### config.mk
export PLATFORM = sky130hd
export DESIGN_NAME = muldiv_unit
export DESIGN_NICKNAME = d
export VERILOG_FILES = /design/src/rtl/muldiv_pkg.sv /design/src/rtl/muldiv_step.sv /design/src/rtl/muldiv_unit.sv
export SDC_FILE = /design/constraint.sdc
export NUM_CORES = 1
export LEC_CHECK = 0
export BUFFER_PORTS_ARGS = -buffer_cell sky130_fd_sc_hd__buf_4
export CAP_MARGIN = 5
export CORE_MARGIN = 4
export CORE_UTILIZATION = 50
export DETAILED_ROUTE_END_ITERATION = 16
export PLACE_DENSITY_LB_ADDON = 0.2
export SLEW_MARGIN = 30
export SYNTH_ARGS = -nofsm -noshare
export SYNTH_HDL_FRONTEND = slang
export SYNTH_SLANG_ARGS = --single-unit
### constraint.sdc
create_clock -name clk_i -period 6.2 [get_ports clk_i]
set_clock_uncertainty 0.2 [all_clocks]
set_input_delay 0.93 -clock clk_i [delete_from_list [all_inputs] [get_ports clk_i]]
set_output_delay 0.93 -clock clk_i [all_outputs]
set_load 0.05 [all_outputs]
### src/rtl/muldiv_pkg.sv
// Shared types and constants for the iterative multiply/divide unit.
// Optional divide datapath is controlled by the MULDIV_DIV_EN macro.
package muldiv_pkg;

    // funct3 encodings of the M-extension operations
    typedef enum logic [2:0] {
        OP_MUL    = 3'b000,
        OP_MULH   = 3'b001,
        OP_MULHSU = 3'b010,
        OP_MULHU  = 3'b011,
        OP_DIV    = 3'b100,
        OP_DIVU   = 3'b101,
        OP_REM    = 3'b110,
        OP_REMU   = 3'b111
    } op_e;

    typedef enum logic [1:0] {
        ST_IDLE = 2'd0,
        ST_CALC = 2'd1,
        ST_DONE = 2'd2
    } state_e;

    localparam int MAX_XLEN = 64;

    // Quotient returned for a divide by zero: all ones in the low xlen bits
    function automatic logic [MAX_XLEN-1:0] div_zero_quotient(input int xlen);
        return {MAX_XLEN{1'b1}} >> (MAX_XLEN - xlen);
    endfunction

    // Most-negative xlen-bit value, also the quotient of the signed overflow case
    function automatic logic [MAX_XLEN-1:0] overflow_quotient(input int xlen);
        return {{(MAX_XLEN-1){1'b0}}, 1'b1} << (xlen - 1);
    endfunction

endpackage

### src/rtl/muldiv_step.sv
// One combinational radix-2 iteration shared by multiply and divide.
// mode=0: shift-add multiply step on {high accumulator, multiplier}.
// mode=1: restoring-division step on {remainder, quotient/dividend}.
// The divide half only exists when MULDIV_DIV_EN is defined.
module muldiv_step
    import muldiv_pkg::*;
#(
    parameter int XLEN = 32
) (
    input  logic              mode,
    input  logic [2*XLEN-1:0] acc_in,
    input  logic [XLEN-1:0]   operand,
    output logic [2*XLEN-1:0] acc_out
);

    logic [XLEN:0]     mul_sum;
    logic [2*XLEN-1:0] mul_next;

    // Multiply: add the multiplicand when the current multiplier bit is set, then shift right with carry
    always_comb begin
        mul_sum = {1'b0, acc_in[2*XLEN-1:XLEN]};
        if (acc_in[0]) begin
            mul_sum = mul_sum + {1'b0, operand};
        end
        mul_next = {mul_sum, acc_in[XLEN-1:1]};
    end

`ifdef MULDIV_DIV_EN
    logic [XLEN:0]     div_shift;
    logic [XLEN:0]     div_diff;
    logic [2*XLEN-1:0] div_next;

    // Divide: bring in the next dividend bit, trial-subtract the divisor, keep it only if non-negative
    always_comb begin
        div_shift = {acc_in[2*XLEN-1:XLEN], acc_in[XLEN-1]};
        div_diff  = div_shift - {1'b0, operand};
        if (!div_diff[XLEN]) begin
            div_next = {div_diff[XLEN-1:0], acc_in[XLEN-2:0], 1'b1};
        end else begin
            div_next = {div_shift[XLEN-1:0], acc_in[XLEN-2:0], 1'b0};
        end
    end

    // Select the iteration requested by the FSM
    always_comb begin
        acc_out = mode ? div_next : mul_next;
    end
`else
    // Without a divider a divide-mode request simply holds the accumulator
    always_comb begin
        acc_out = mode ? acc_in : mul_next;
    end
`endif

endmodule

### src/rtl/muldiv_unit.sv
// Iterative M-extension execution unit: radix-2 shift-add multiply and
// restoring divide, one operation at a time, valid/ready on both sides.
// Define MULDIV_DIV_EN to build the divider; otherwise divide ops return 0.
module muldiv_unit
    import muldiv_pkg::*;
#(
    parameter int XLEN  = 32,
    parameter int TAG_W = 5
) (
    input  logic             clk_i,
    input  logic             rst_i,
    input  logic             flush_i,
    input  logic             valid_i,
    output logic             ready_o,
    input  logic [2:0]       op_i,
    input  logic [XLEN-1:0]  a_i,
    input  logic [XLEN-1:0]  b_i,
    input  logic [TAG_W-1:0] tag_i,
    output logic             valid_o,
    input  logic             ready_i,
    output logic [XLEN-1:0]  result_o,
    output logic [TAG_W-1:0] tag_o,
    output logic             busy_o
);

    localparam int CNT_W = $clog2(XLEN);
    localparam logic [CNT_W-1:0] LAST_STEP = CNT_W'(XLEN - 1);

    state_e            state;
    op_e               op_q;
    logic              neg_q;
    logic              special_q;
    logic [CNT_W-1:0]  cnt;
    logic [2*XLEN-1:0] acc;
    logic [XLEN-1:0]   operand_q;
    logic [2*XLEN-1:0] acc_next;

    op_e               op_in;
    logic              a_signed;
    logic              b_signed;
    logic              a_neg;
    logic              b_neg;
    logic [XLEN-1:0]   a_mag;
    logic [XLEN-1:0]   b_mag;
    logic              neg_in;
    logic              is_special;
    logic [XLEN-1:0]   special_res;

    logic [2*XLEN-1:0] prod;
    logic [XLEN-1:0]   mul_res;
    logic [XLEN-1:0]   final_res;

    assign op_in   = op_e'(op_i);
    assign ready_o = (state == ST_IDLE);
    assign busy_o  = (state != ST_IDLE);

    muldiv_step #(.XLEN(XLEN)) u_step (
        .mode    (op_q[2]),
        .acc_in  (acc),
        .operand (operand_q),
        .acc_out (acc_next)
    );

    // Operand magnitudes and the sign the final result must carry
    always_comb begin
        a_signed = 1'b0;
        b_signed = 1'b0;
        case (op_in)
            OP_MUL, OP_MULH, OP_DIV, OP_REM: begin
                a_signed = 1'b1;
                b_signed = 1'b1;
            end
            OP_MULHSU: a_signed = 1'b1;
            default: ;
        endcase
        a_neg  = a_signed & a_i[XLEN-1];
        b_neg  = b_signed & b_i[XLEN-1];
        a_mag  = a_neg ? -a_i : a_i;
        b_mag  = b_neg ? -b_i : b_i;
        neg_in = (op_in == OP_REM) ? a_neg : (a_neg ^ b_neg);
    end

`ifdef MULDIV_DIV_EN
    localparam logic [XLEN-1:0] ALL_ONES = XLEN'(div_zero_quotient(XLEN));
    localparam logic [XLEN-1:0] MOST_NEG = XLEN'(overflow_quotient(XLEN));

    logic div_zero;
    logic div_ovf;
    logic [XLEN-1:0] div_sel;
    logic [XLEN-1:0] div_res;

    // Divide-by-zero and signed-overflow shortcuts, resolved at acceptance
    always_comb begin
        div_zero    = (b_i == '0);
        div_ovf     = (op_in == OP_DIV || op_in == OP_REM) && (a_i == MOST_NEG) && (b_i == '1);
        is_special  = op_i[2] && (div_zero || div_ovf);
        special_res = '0;
        if (div_zero) begin
            special_res = op_i[1] ? a_i : ALL_ONES;
        end else if (div_ovf) begin
            special_res = op_i[1] ? '0 : MOST_NEG;
        end
    end

    // Quotient or remainder of the last step, sign-corrected
    always_comb begin
        div_sel = op_q[1] ? acc_next[2*XLEN-1:XLEN] : acc_next[XLEN-1:0];
        div_res = neg_q ? -div_sel : div_sel;
    end
`else
    // Divide ops take the one-edge shortcut and return zero
    always_comb begin
        is_special  = op_i[2];
        special_res = '0;
    end
`endif

    // Sign-correct the full product, then pick the half the op asks for
    always_comb begin
        prod    = neg_q ? -acc_next : acc_next;
        mul_res = (op_q == OP_MUL) ? prod[XLEN-1:0] : prod[2*XLEN-1:XLEN];
`ifdef MULDIV_DIV_EN
        final_res = op_q[2] ? div_res : mul_res;
`else
        final_res = mul_res;
`endif
    end

    // Control FSM; special cases spend one CALC edge draining the preloaded result so their latency is one edge
    always_ff @(posedge clk_i or negedge rst_i) begin
        if (!rst_i) begin
            state     <= ST_IDLE;
            op_q      <= OP_MUL;
            neg_q     <= 1'b0;
            special_q <= 1'b0;
            cnt       <= '0;
            acc       <= '0;
            operand_q <= '0;
            valid_o   <= 1'b0;
            result_o  <= '0;
            tag_o     <= '0;
        end else if (flush_i) begin
            state   <= ST_IDLE;
            valid_o <= 1'b0;
        end else begin
            case (state)
                ST_IDLE: begin
                    if (valid_i) begin
                        op_q      <= op_in;
                        tag_o     <= tag_i;
                        neg_q     <= neg_in;
                        special_q <= is_special;
                        cnt       <= '0;
                        operand_q <= b_mag;
                        acc       <= is_special ? {{XLEN{1'b0}}, special_res}
                                                : {{XLEN{1'b0}}, a_mag};
                        state     <= ST_CALC;
                    end
                end
                ST_CALC: begin
                    if (special_q) begin
                        result_o <= acc[XLEN-1:0];
                        valid_o  <= 1'b1;
                        state    <= ST_DONE;
                    end else begin
                        acc <= acc_next;
                        cnt <= cnt + CNT_W'(1);
                        if (cnt == LAST_STEP) begin
                            result_o <= final_res;
                            valid_o  <= 1'b1;
                            state    <= ST_DONE;
                        end
                    end
                end
                ST_DONE: begin
                    if (ready_i) begin
                        valid_o <= 1'b0;
                        state   <= ST_IDLE;
                    end
                end
                default: state <= ST_IDLE;
            endcase
        end
    end

endmodule

==> out/summary.txt <==
Status: completed
CTS Sinks: 145
Cells after DPL: 1,899
Initial Utilization: 51.4%
Final setup viols: 0
Antenna-violating nets left: 0
Critical path class: reg2reg
Post-synth top area share: 29.7%
Syn nets: 1,665
Drt initial violations: 1,456
Mean Syn Cell Area: 7.87 sq um
Min-delay worst type: in2async
Die H: 164 microns
Peak VDD IR: 0.227 mV
Setup ws final: 1.46 ns
Top_reg_cell synth: dfrtp_1
Largest net degree at the start of global routing: 94
CTS Buf Count: 17
Fin crit share: 76.4%
Finished Cell Area: 13,800 sq um
Congestion Overflow GR: 0
CTS max path bufs: 2
Max-cap violations: 0
IO buf count: 116
Worst Path Required: 6.32 ns
Diodes inserted: 0
Setup TNS Final: 0 ns
WL/cell: 21.0 microns
Crit path max fanout: 11
Hold-fix buffer count after cts: 0
CTS H-tree lvls: 4
CTS tree: done
Seq/Total Area, Yosys: 29.7%
Mapped Area: 12,200 sq um
Final Hold Viols: 0
Post-route DRC: 0
Core Area: 23,800 sq um
Post-synth EDFFs: 0
Async SR Flop Fraction: 100%
Vias: 12.2k
PwrDens: 467 nW/um^2
Clock Latency Late Sink: 0.44 ns
CP arrival: 4.86 ns
Vias in the first global route: 11.5k
#FFs+latches synth: 145
First-pass GRT wire length: 63,900 microns
Layout cells sized above 1: 13.4%
Gr usage total: 30.0%
Worst slew margin: 39.4%
Die area: 27,000 sq um
Dpl hpwl: 30,300 microns
Final non-filler cell total: 1,932
WL final: 40,700 microns
CTS clock-pin slew for the worst setup and hold paths: 0.07 ns
Post-CTS Resized: 0
Post-CTS Setup Bufs: 0
Finished Core Util: 58.1%
Yosys top cell by area: dfrtp_1
Pins Over Slew Limit: 0
Yosys Warn Count: 0
Area growth from synthesis to final layout: 13.2%
Post-synth top cells: nand2_1 (164), a21oi_1 (151), nor2_1 (149)
Mapped Cells: 1,550
Post-DP Area: 13,200 sq um
LEAKAGE: 5.85 nW
DP Worst Slack: 1.51 ns
Synth top area cells: dfrtp_1 (30%), a21oi_1 (6.2%), o21ai_0 (5.6%)
Startpoint types: register
Actual slew at the worst max-slew pin: 0.906 ns
Most common cell in the netlist: nand2_1
# rows: 56
GPL Wtd Cong: 0.994
Fin nets: 1,715
Drt first pass iters: 8
Clk Tree Root Cell: clkbuf_16
Die width: 164 microns
RSZ-0062 raised after global routing: no
Tot Pwr: 6.45 mW
Vias/cell: 6.32
Boundary Pins: 117
Initial antenna violation count: 0
CP endpoint kind: register
Fmax: 211 MHz
Hold WS: 0.188 ns
Clock period minus worst slack: 4.74 ns
Synth unique cells: 90
[routing by layer]
metal | vias to the layer above | share of wire [%] | global-route usage [%] | routed length [microns]
li1 | 5782 | - | - | -
met1 | 5885 | 46 | 44.2 | 18700
met2 | 479 | 44 | 45.0 | 17700
met3 | 67 | 8.1 | 5.60 | 3280
met4 | 0 | 2.4 | 8.12 | 975
met5 | - | 0 | 0 | 0
[worst paths after layout]
check	from	end	slack [ns]	cells past startpoint
worst max-delay path	acc[43]	result_o[28]	1.46	13
worst min-delay path	rst_i	acc[53]	0.19	1
worst max register to register	acc[43]	result_o[28]	1.46	13
worst min register to register	result_o[2]	result_o[2]	0.28	1
max in group asynchronous	rst_i	result_o[5]	4.20	3
min in group clk_i	result_o[2]	result_o[2]	0.28	1
[state kept, by name, summed over array words and instances (netlist names)]
name / cells
valid_o: 1
result_o: 32
op_q: 3
neg_q: 1
operand_q: 32
state: 2
cnt: 5
acc: 64
tag_o: 5
[power by group]
part / internal (mW) / leakage (nW) / switching [mW] / total, mW
Combinational: 1.34 / 3.77 / 2.41 / 3.75
Clock: 0.561 / 0.275 / 0.461 / 1.02
Sequential: 1.24 / 1.80 / 0.438 / 1.68
Total: 3.14 / 5.85 / 3.31 / 6.45
[worst max-delay path: stages, from the launching register on]
cell and delay, ns:
dfrtp_1 0.43, ha_1 0.51, nand2_1 0.18, a2111oi_2 0.54
nand2_1 0.14, a31oi_1 0.45, mux2_2 0.39, a221oi_1 0.45
nand4b_1 0.34, nor4_1 0.36, a31oi_1 0.14, xnor2_1 0.20
o221ai_1 0.13, a21boi_1 0.17
[cells in the final DEF, fill, tap and decap left out, types with 14 or more instances in the layout]
cell type,Yosys,routed
a221oi_1,21,21
mux2i_1,26,26
nand4_1,18,18
xnor2_1,73,73
a211oi_1,16,16
xor2_1,52,52
nand2b_1,14,14
nor2_1,149,148
dfrtp_1,145,144
nand2_1,164,164
o31ai_1,18,18
or3_1,18,16
buf_4,2,133
nand3_1,26,26
a31oi_1,14,14
a21o_1,22,22
o21ai_0,136,136
mux2_2,14,14
clkbuf_16,0,17
ha_1,37,37
and3_1,14,14
o211ai_1,22,22
nor3_1,40,37
a22oi_1,28,28
nor4_1,15,15
a21oi_1,151,151
inv_1,35,34
[cell families (layout without fill, tap and decap cells)]
kind of cell,after synthesis,in the layout,share of synthesized area [%]
flops,145,145,29.7
compound gates,542,542,28.7
simple gates,520,520,20.7
fa+ha+maj,38,38,3.96
xor+xnor,125,125,8.97
mux,40,40,3.42
buf+inv,140,203,4.50
[final cells by class]
type                            instances  area, sq um
Sequential cell                       145         3630
Tap cell                              319          399
Clock inverter                         13          125
Timing Repair Buffer                  135         1040
Fill cell                            2187         9940
Multi-Input combinational cell       1265         8050
Inverter                               36          135
Clock buffer                           19          433
Power figures use the tool's default switching activity.
